**src/rtl/lcv_mul_acc_pkg.sv**
```systemverilog
// rtl/lcv_mul_acc_pkg.sv - shared types and clamp helper for the pipelined multiply-accumulate unit
package lcv_mul_acc_pkg;

  typedef enum logic [1:0] {
    OP_MAC  = 2'd0,
    OP_LOAD = 2'd1,
    OP_MSUB = 2'd2,
    OP_PASS = 2'd3
  } op_t;

  typedef struct packed {
    logic vld;
    op_t  op;
  } stage_ctl_t;

  // Wide enough for ACC_WIDTH+2 results up to ACC_WIDTH = 127.
  localparam int unsigned CLAMP_W = 130;

  function automatic logic signed [CLAMP_W-1:0] sat_clamp(
    input logic signed [CLAMP_W-1:0] value,
    input int unsigned               width
  );
    logic signed [CLAMP_W-1:0] hi;
    logic signed [CLAMP_W-1:0] lo;
    logic signed [CLAMP_W-1:0] res;
    hi  = (CLAMP_W'(1) << (width - 1)) - CLAMP_W'(1);
    lo  = ~hi;
    res = value;
    if (value > hi) begin
      res = hi;
    end else if (value < lo) begin
      res = lo;
    end
    return res;
  endfunction

endpackage

```
**src/rtl/lcv_mul_acc_s3.sv**
```systemverilog
// rtl/lcv_mul_acc_s3.sv - final stage: accumulate/saturate, overflow flag and result register
module lcv_mul_acc_s3 import lcv_mul_acc_pkg::*; #(
  parameter int ACC_WIDTH = 48,
  parameter bit SAT       = 1'b0
) (
  input  logic                        clk,
  input  logic                        rst,
  input  logic                        advance,
  input  logic                        acc_clr,
  input  stage_ctl_t                  ctl,
  input  logic signed [ACC_WIDTH+1:0] p,
  input  logic signed [ACC_WIDTH-1:0] c,
  output logic                        out_valid,
  output logic signed [ACC_WIDTH-1:0] outp,
  output logic                        ovf
);

  localparam int RW = ACC_WIDTH + 2;

  logic signed [ACC_WIDTH-1:0] acc_q, acc_d;
  logic signed [ACC_WIDTH-1:0] outp_q, outp_d;
  logic                        out_valid_q, out_valid_d;
  logic                        ovf_q, ovf_d;

  logic signed [RW-1:0]        acc_x, c_x, r;
  logic signed [CLAMP_W-1:0]   r_wide, r_clamped;
  logic signed [ACC_WIDTH-1:0] r_final;
  logic                        out_of_range;

  // Two guard bits keep acc +/- p exact before range check.
  always_comb begin
    acc_x = {{2{acc_q[ACC_WIDTH-1]}}, acc_q};
    c_x   = {{2{c[ACC_WIDTH-1]}}, c};
    case (ctl.op)
      OP_MAC:  r = acc_x + p;
      OP_MSUB: r = acc_x - p;
      default: r = p + c_x;
    endcase
    r_wide       = {{(CLAMP_W - RW){r[RW-1]}}, r};
    r_clamped    = sat_clamp(r_wide, ACC_WIDTH);
    out_of_range = (r_clamped != r_wide);
    r_final      = SAT ? r_clamped[ACC_WIDTH-1:0] : r[ACC_WIDTH-1:0];
  end

  always_comb begin
    out_valid_d = out_valid_q;
    outp_d      = outp_q;
    acc_d       = acc_q;
    ovf_d       = ovf_q;
    if (advance) begin
      out_valid_d = ctl.vld;
      if (ctl.vld) begin
        outp_d = r_final;
        if (ctl.op != OP_PASS) begin
          acc_d = r_final;
        end
        if (out_of_range) begin
          ovf_d = 1'b1;
        end
      end
    end
    // Clear wins over the update but the beat's own result uses the old acc.
    if (acc_clr) begin
      acc_d = '0;
      ovf_d = 1'b0;
    end
  end

  always_ff @(posedge clk) begin
    if (rst) begin
      acc_q       <= '0;
      outp_q      <= '0;
      out_valid_q <= 1'b0;
      ovf_q       <= 1'b0;
    end else begin
      acc_q       <= acc_d;
      outp_q      <= outp_d;
      out_valid_q <= out_valid_d;
      ovf_q       <= ovf_d;
    end
  end

  assign out_valid = out_valid_q;
  assign outp      = outp_q;
  assign ovf       = ovf_q;

endmodule

```
**src/rtl/lcv_mul_acc_pipe.sv**
```systemverilog
// rtl/lcv_mul_acc_pipe.sv - 3-stage signed multiply-accumulate with valid/ready flow control
module lcv_mul_acc_pipe import lcv_mul_acc_pkg::*; #(
  parameter int WIDTH_A   = 16,
  parameter int WIDTH_B   = 16,
  parameter int ACC_WIDTH = 48,
  parameter bit SAT       = 1'b0
) (
  input  logic                        clk,
  input  logic                        rst,
  input  logic                        in_valid,
  output logic                        in_ready,
  input  logic signed [WIDTH_A-1:0]   a,
  input  logic signed [WIDTH_B-1:0]   b,
  input  logic signed [ACC_WIDTH-1:0] c,
  input  logic [1:0]                  op,
  input  logic                        acc_clr,
  output logic                        out_valid,
  input  logic                        out_ready,
  output logic signed [ACC_WIDTH-1:0] outp,
  output logic                        ovf
);

  localparam int PW = WIDTH_A + WIDTH_B;
  localparam int RW = ACC_WIDTH + 2;

  stage_ctl_t                  s1_ctl_q, s1_ctl_d;
  stage_ctl_t                  s2_ctl_q, s2_ctl_d;
  logic signed [WIDTH_A-1:0]   a_q, a_d;
  logic signed [WIDTH_B-1:0]   b_q, b_d;
  logic signed [ACC_WIDTH-1:0] c1_q, c1_d;
  logic signed [ACC_WIDTH-1:0] c2_q, c2_d;
  logic signed [RW-1:0]        p_q, p_d;
  logic signed [PW-1:0]        prod;
  logic                        advance;

  // Global stall: every stage holds while the result is not taken.
  assign advance  = !(out_valid && !out_ready);
  assign in_ready = advance;

  always_comb begin
    s1_ctl_d = s1_ctl_q;
    s2_ctl_d = s2_ctl_q;
    a_d      = a_q;
    b_d      = b_q;
    c1_d     = c1_q;
    c2_d     = c2_q;
    p_d      = p_q;
    prod     = a_q * b_q;
    if (advance) begin
      s1_ctl_d.vld = in_valid;
      s1_ctl_d.op  = op_t'(op);
      a_d          = a;
      b_d          = b;
      c1_d         = c;
      s2_ctl_d     = s1_ctl_q;
      p_d          = {{(RW - PW){prod[PW-1]}}, prod};
      c2_d         = c1_q;
    end
  end

  always_ff @(posedge clk) begin
    if (rst) begin
      s1_ctl_q <= '0;
      s2_ctl_q <= '0;
      a_q      <= '0;
      b_q      <= '0;
      c1_q     <= '0;
      c2_q     <= '0;
      p_q      <= '0;
    end else begin
      s1_ctl_q <= s1_ctl_d;
      s2_ctl_q <= s2_ctl_d;
      a_q      <= a_d;
      b_q      <= b_d;
      c1_q     <= c1_d;
      c2_q     <= c2_d;
      p_q      <= p_d;
    end
  end

  lcv_mul_acc_s3 #(
    .ACC_WIDTH(ACC_WIDTH),
    .SAT      (SAT)
  ) u_s3 (
    .clk      (clk),
    .rst      (rst),
    .advance  (advance),
    .acc_clr  (acc_clr),
    .ctl      (s2_ctl_q),
    .p        (p_q),
    .c        (c2_q),
    .out_valid(out_valid),
    .outp     (outp),
    .ovf      (ovf)
  );

endmodule

```
**config.mk**
```make
export PLATFORM = sky130hd
export DESIGN_NAME = lcv_mul_acc_pipe
export DESIGN_NICKNAME = d
export VERILOG_FILES = /design/src/rtl/lcv_mul_acc_pkg.sv /design/src/rtl/lcv_mul_acc_s3.sv /design/src/rtl/lcv_mul_acc_pipe.sv
export SDC_FILE = /design/constraint.sdc
export NUM_CORES = 2
export LEC_CHECK = 0
export BUFFER_PORTS_ARGS = -buffer_cell sky130_fd_sc_hd__clkbuf_2
export CORE_UTILIZATION = 45
export CTS_CLUSTER_SIZE = 40
export DETAILED_ROUTE_END_ITERATION = 16
export MAX_ROUTING_LAYER = met4
export PLACE_DENSITY = 0.74
export REMOVE_ABC_BUFFERS = 1
export SYNTH_ARGS = -nofsm -noshare
export SYNTH_HDL_FRONTEND = slang
export SYNTH_SLANG_ARGS = --single-unit
```
**constraint.sdc**
```tcl
create_clock -name clk -period 17.8 [get_ports clk]
set_clock_uncertainty 0.05 [all_clocks]
set_input_delay 0.89 -clock clk [delete_from_list [all_inputs] [get_ports clk]]
set_output_delay 0.89 -clock clk [all_outputs]
set_load 0.02 [all_outputs]
```
# Word level (Yosys, flattened, before mapping)
# Cells that the tools add are included.
dict set report op_classes {
  n_mux 3
  multipliers 1
  order_cmp 2
  n_bitwise 1
  n_reduce_logical 8
  addsub 3
  eq_ne 3
}
# op count
set op_table {}
lappend op_table {{2-to-1 mux 130 bit} 2}
lappend op_table {{inequality test 130 x 50 -> 1 bit} 1}
lappend op_table {{case mux 50 bit (2 select lines)} 1}
lappend op_table {{> comparator 50 x 48 -> 1 bit, second input constant} 1}
lappend op_table {{less-than comparator 50 x 48 -> 1 bit, second input constant} 1}
lappend op_table {{adder 32 x 48 -> 49 bit} 1}
lappend op_table {{adder 48 x 32 -> 49 bit} 1}
lappend op_table {{subtractor 48 x 32 -> 49 bit} 1}
lappend op_table {{multiplier 16 x 16 -> 32 bit} 1}
lappend op_table {{AND reduction 3 bit} 2}
lappend op_table {{== test 2 bit, second input constant} 1}
lappend op_table {{zero test 1 bit} 2}
lappend op_table {{zero test 2 bit} 1}
lappend op_table {{inequality test 2 bit, second input constant} 1}
lappend op_table {{AND reduction 2 bit} 1}
lappend op_table {{OR reduction 2 bit} 1}
lappend op_table {{logical AND 1 bit} 1}
lappend op_table {{NOT 1 bit} 1}
dict set report totals {
  in_bits 87
  wordCells 34
  register_bits 264
  out_inout_bits 51
}

# Longest topological paths before layout
dict set report depth {
  ltp_word 7
  mapped_depth 26
  mapped_depth_nobuf 24
}

# By module
# A second synthesis with hierarchy kept.
dict set report hier_totals {
  cells_unflattened 3386
  hier_area_um2 26815.7
}
# module n_inst seq_area_each_um2 area_each_um2 cells_per_inst
set modules_own_cells {}
lappend modules_own_cells {lcv_mul_acc_pipe 1 3323.2 15579.9 1836}
lappend modules_own_cells {lcv_mul_acc_s3 1 1961.9 11235.8 1550}

# Worst setup path before layout
# OpenSTA, ideal clock, no wires.
dict set report synth_timing {
  path_type {reg2reg}
  start {register b_q[13]}
  end {register p_q[28]}
  period_less_slack_ns 6.299
  slack_ns 11.501
  stages_incl_launch_ff 23
  n_path_buf 2
  required_ns 17.692
  t_arrival_ns 6.191
  cell_sequence {dfxtp_1 clkbuf_1 clkbuf_1 nand2_1 fa_1 inv_1 fa_1 fa_1 fa_1 fa_1 fa_1 ha_1 a21o_1 a21o_1 a21oi_1 o21bai_1 a21o_1 a21o_1 a21oi_1 o31ai_1 a21o_1 a2111oi_0 a211o_1}
}
dict set report synth_between {
  elab_chain_len 1
}
# element line_no
set synth_rtl {}
lappend synth_rtl {{start, declared} lcv_mul_acc_pipe.sv:29} ;# logic signed [WIDTH_B-1:0] b_q, b_d;
lappend synth_rtl {{start signal, assigned} lcv_mul_acc_pipe.sv:66} ;# b_q <= '0;
lappend synth_rtl {{start signal, assigned} lcv_mul_acc_pipe.sv:74} ;# b_q <= b_d;
lappend synth_rtl {{multiplier 16 x 16 -> 32 bit} lcv_mul_acc_pipe.sv:48} ;# prod = a_q * b_q;
lappend synth_rtl {{end signal, assigned} lcv_mul_acc_pipe.sv:77} ;# p_q <= p_d;
lappend synth_rtl {{end, declared} lcv_mul_acc_pipe.sv:32} ;# logic signed [RW-1:0] p_q, p_d;
# Every way passes these cells.
# A chain may end at the register's enable or synchronous reset.

# Worst setup path after layout
dict set report layout_timing {
  start {register a_q[5]}
  end {register p_q[28]}
}
dict set report layout_between {
  elab_chain_len 1
}
# element line_no
set layout_rtl {}
lappend layout_rtl {{start, declared} lcv_mul_acc_pipe.sv:28} ;# logic signed [WIDTH_A-1:0] a_q, a_d;
lappend layout_rtl {{start signal, assigned} lcv_mul_acc_pipe.sv:65} ;# a_q <= '0;
lappend layout_rtl {{start signal, assigned} lcv_mul_acc_pipe.sv:73} ;# a_q <= a_d;
lappend layout_rtl {{multiplier 16 x 16 -> 32 bit} lcv_mul_acc_pipe.sv:48}
# Every way passes these cells.

==> run metrics <==
clock root buffer=clkbuf_16; CTS tree=done; final hold vios=0; Worst-Skew Late Latency=0.59 ns; first-pass GRT wire length=108 mm; final setup TNS=0 ns; Sink Count=264; Leakage=12.9 nW; Reg clk slew, reported paths=0.06 ns; CP max stage cell=dfxtp_1; number of global-route vias before repair=20900; Setup crit end kind=register; Clock Tree Buf Depth=3; diode count=0; worst vdd ir=0.0889 mV; routed vias=21200; synth warn=0; Syn Inst Count=3174; Placed Area=26600 sq um; fin. max-slew vios=0; Row Count=86; Seq cells post-synth=264; FFs w/ async S/R, synth=0%; Routed WL=66.1 mm; worst endpoint required time=18.28 ns; Relative slew margins=37.2%; crit path time final=6.84 ns; Core Util, Final=50.0%; setup slack, reg-to-reg=10.96 ns; synthesized area per cell=8.03 sq um; Top Ports=138; kind of critical path=reg -> reg; top_reg_cell synth=dfxtp_1; Worst EP arrival=7.32 ns; status=finished, final reports clean; initial antenna violation count=0; Post-Syn Area=25500 sq um; DR DRC count=0; Max FO, Critical Path=17; DP HPWL=51.2 mm; largest net degree at the start of global routing=91; Chip Height=240 um; maxcap violations=0; Worst-Margin Slew=0.919 ns; Area growth syn-to-layout=9.00%; Placed Cells incl. Taps=3903; core area=55500 sq um; fin nets=3719; setup violators final=0; All-Layer GR Usage=23.8%; period utilization=38.4%; post-route cell area=27800 sq um; Setup Buffers After CTS=0; CP max stage delay=0.75 ns; DRT iter0 DRCs=1297; CP Launch Type=register; pre-CTS setup slack=11.01 ns; hold buffer count at cts=0; Port Buffers=137; EDFF count, synth=0; Die Wd=240 um; synth unique cells=75; RSZ-0062 raised after global routing=no; vias per cell=5.36; full die area=57600 sq um; Final Worst Setup Slack=10.96 ns; htree depth=1; share of layout cells above drive strength 1=7.56%; Pwr per Cell Area=101 nW/um^2; Starting Density=45.9%; Seq/Total Area, Yosys=20.7%; most frequent CP cell=fa_1; WL per Instance=16.7 um; grt ovf=0; post_cts resized=0; drt first pass iters=5; TritonCTS Buffers=31; crit-path cells=nand2_1 -> fa_1 -> inv_1 -> fa_1 -> inv_1 -> fa_1 -> fa_1 -> inv_1 -> fa_1 -> fa_1 -> ha_1 -> and2_1 -> o21ai_0 -> o2111ai_1 -> a31oi_1 -> o31ai_1 -> a21o_1 -> a2111oi_0 -> a211o_1; FMAX=146 MHz; GPL Wtd Cong=0.922; non-filler cells, final=3961; Antenna Nets Post-Route=0; worst min-delay path class=reg -> reg
==> Yosys cell counts, types with 12 or more instances <==
cell type	count	area share, %
and3_1	19	0.47
o21ai_0	120	2.4
a21o_1	78	2.3
a21oi_1	337	6.6
nand2_1	575	8.5
clkbuf_1	152	2.2
fa_1	264	21
nor2_1	182	2.7
and2_1	107	2.6
o211ai_1	12	0.35
o21a_1	15	0.44
o21bai_1	25	0.74
mux2i_1	23	0.90
nor3_1	27	0.53
ha_1	180	8.8
nand3_1	31	0.61
nand2b_1	26	0.64
buf_1	16	0.24
xor2_1	38	1.3
nor2b_1	17	0.42
xnor2_1	103	3.5
a31oi_1	24	0.59
nand4_1	23	0.56
dfxtp_1	264	21
inv_1	320	4.7
a211oi_1	51	1.5
==> worst paths after layout <==
kind,endpoint,depth (start not counted),startpoint
min,c1_q[40],2,c1_q[40]
max reg2reg,p_q[28],19,a_q[5]
max,p_q[28],19,a_q[5]
min reg2reg,c1_q[40],2,c1_q[40]
==> worst max-delay path, delay by kind of cell (launching register included) <==
kind                     cells  cell delay [ns]
flip-flops                   1             0.75
AO/OA/AOI/OAI                7             1.96
adder cells (fa/ha/maj)      7             3.48
buffers and inverters        3             0.18
AND/OR/NAND/NOR              2             0.34
==> per-layer routing <==
layer  wire length (um)  vias up  track usage [%]  share of wire, %
met2              31200      447             39.6                47
met4               1410        0             5.71               2.1
met3               3000       92             2.23               4.5
met5                  0        -                -                 0
li1                   -    10500                -                 -
met1              30500    10200             31.1                46
==> kinds of logic (layout without fill, tap and decap cells) <==
kind of cell	Yosys count	count (layout)	share of synthesized area (%)
buffers and inverters	495	534	7.32
and+or+nand+nor	1063	1063	18.7
AOI/OAI and AO/OA	741	741	17.7
adders and majority gates	444	444	29.6
xor gates and xnor gates	141	141	4.85
muxes	26	26	1.04
DFF	264	264	20.7
==> sequential cells by signal, indices dropped and copies added (netlist names) <==
register	cells
c2_q	48
c1_q	48
a_q	16
s2_ctl_q	3
s1_ctl_q	3
u_s3.ovf	1
b_q	16
u_s3.out_valid	1
u_s3.outp	48
u_s3.acc_q	48
p_q	32
==> area by class of cell <==
type,instances,area (sq um)
Multi-Input combinational cell,2415,18400
Clock inverter,18,310
Clock buffer,40,850
Fill cell,5467,27700
Tap cell,748,936
Sequential cell,264,5290
Timing Repair Buffer,156,835
Inverter,320,1210
==> metrics by stage <==
stage | power, mW | hold WS, ns
finish | 2.82 | 0.401
global placement | 2.07 | 0.391
CTS | 2.83 | 0.402
global route | 3.03 | 0.418
detailed placement | 2.10 | 0.391
floorplan | 1.77 | 0.376
==> placed cells by master (no fill, tap or decap), drive strengths merged, types with 5 or more instances in the layout <==
master and instances:
nand2 575, a21oi 338, inv 323, fa 264, dfxtp 264, nor2 183, ha 180, clkbuf 176
o21ai 124, and2 107, xnor2 103, a21o 78, a211oi 51, xor2 38, nand3 31, nor3 28
nand2b 26, o21bai 25, a31oi 24, mux2i 23, nand4 23, buf 20, and3 19, nor2b 17
o21a 15, o211ai 12, nor3b 11, o31ai 11, or3 8, bufinv 8, nor4b 7, o211a 7
a2111oi 7, nor4 7, or2 6, a211o 6, o221ai 6, clkinv 6, or4 5
==> power by group <==
group	internal [mW]	switching, mW
Combinational	0.559	0.804
Clock	0.453	0.271
Sequential	0.643	0.0853
Note: power is estimated with default switching activity, not from simulation.
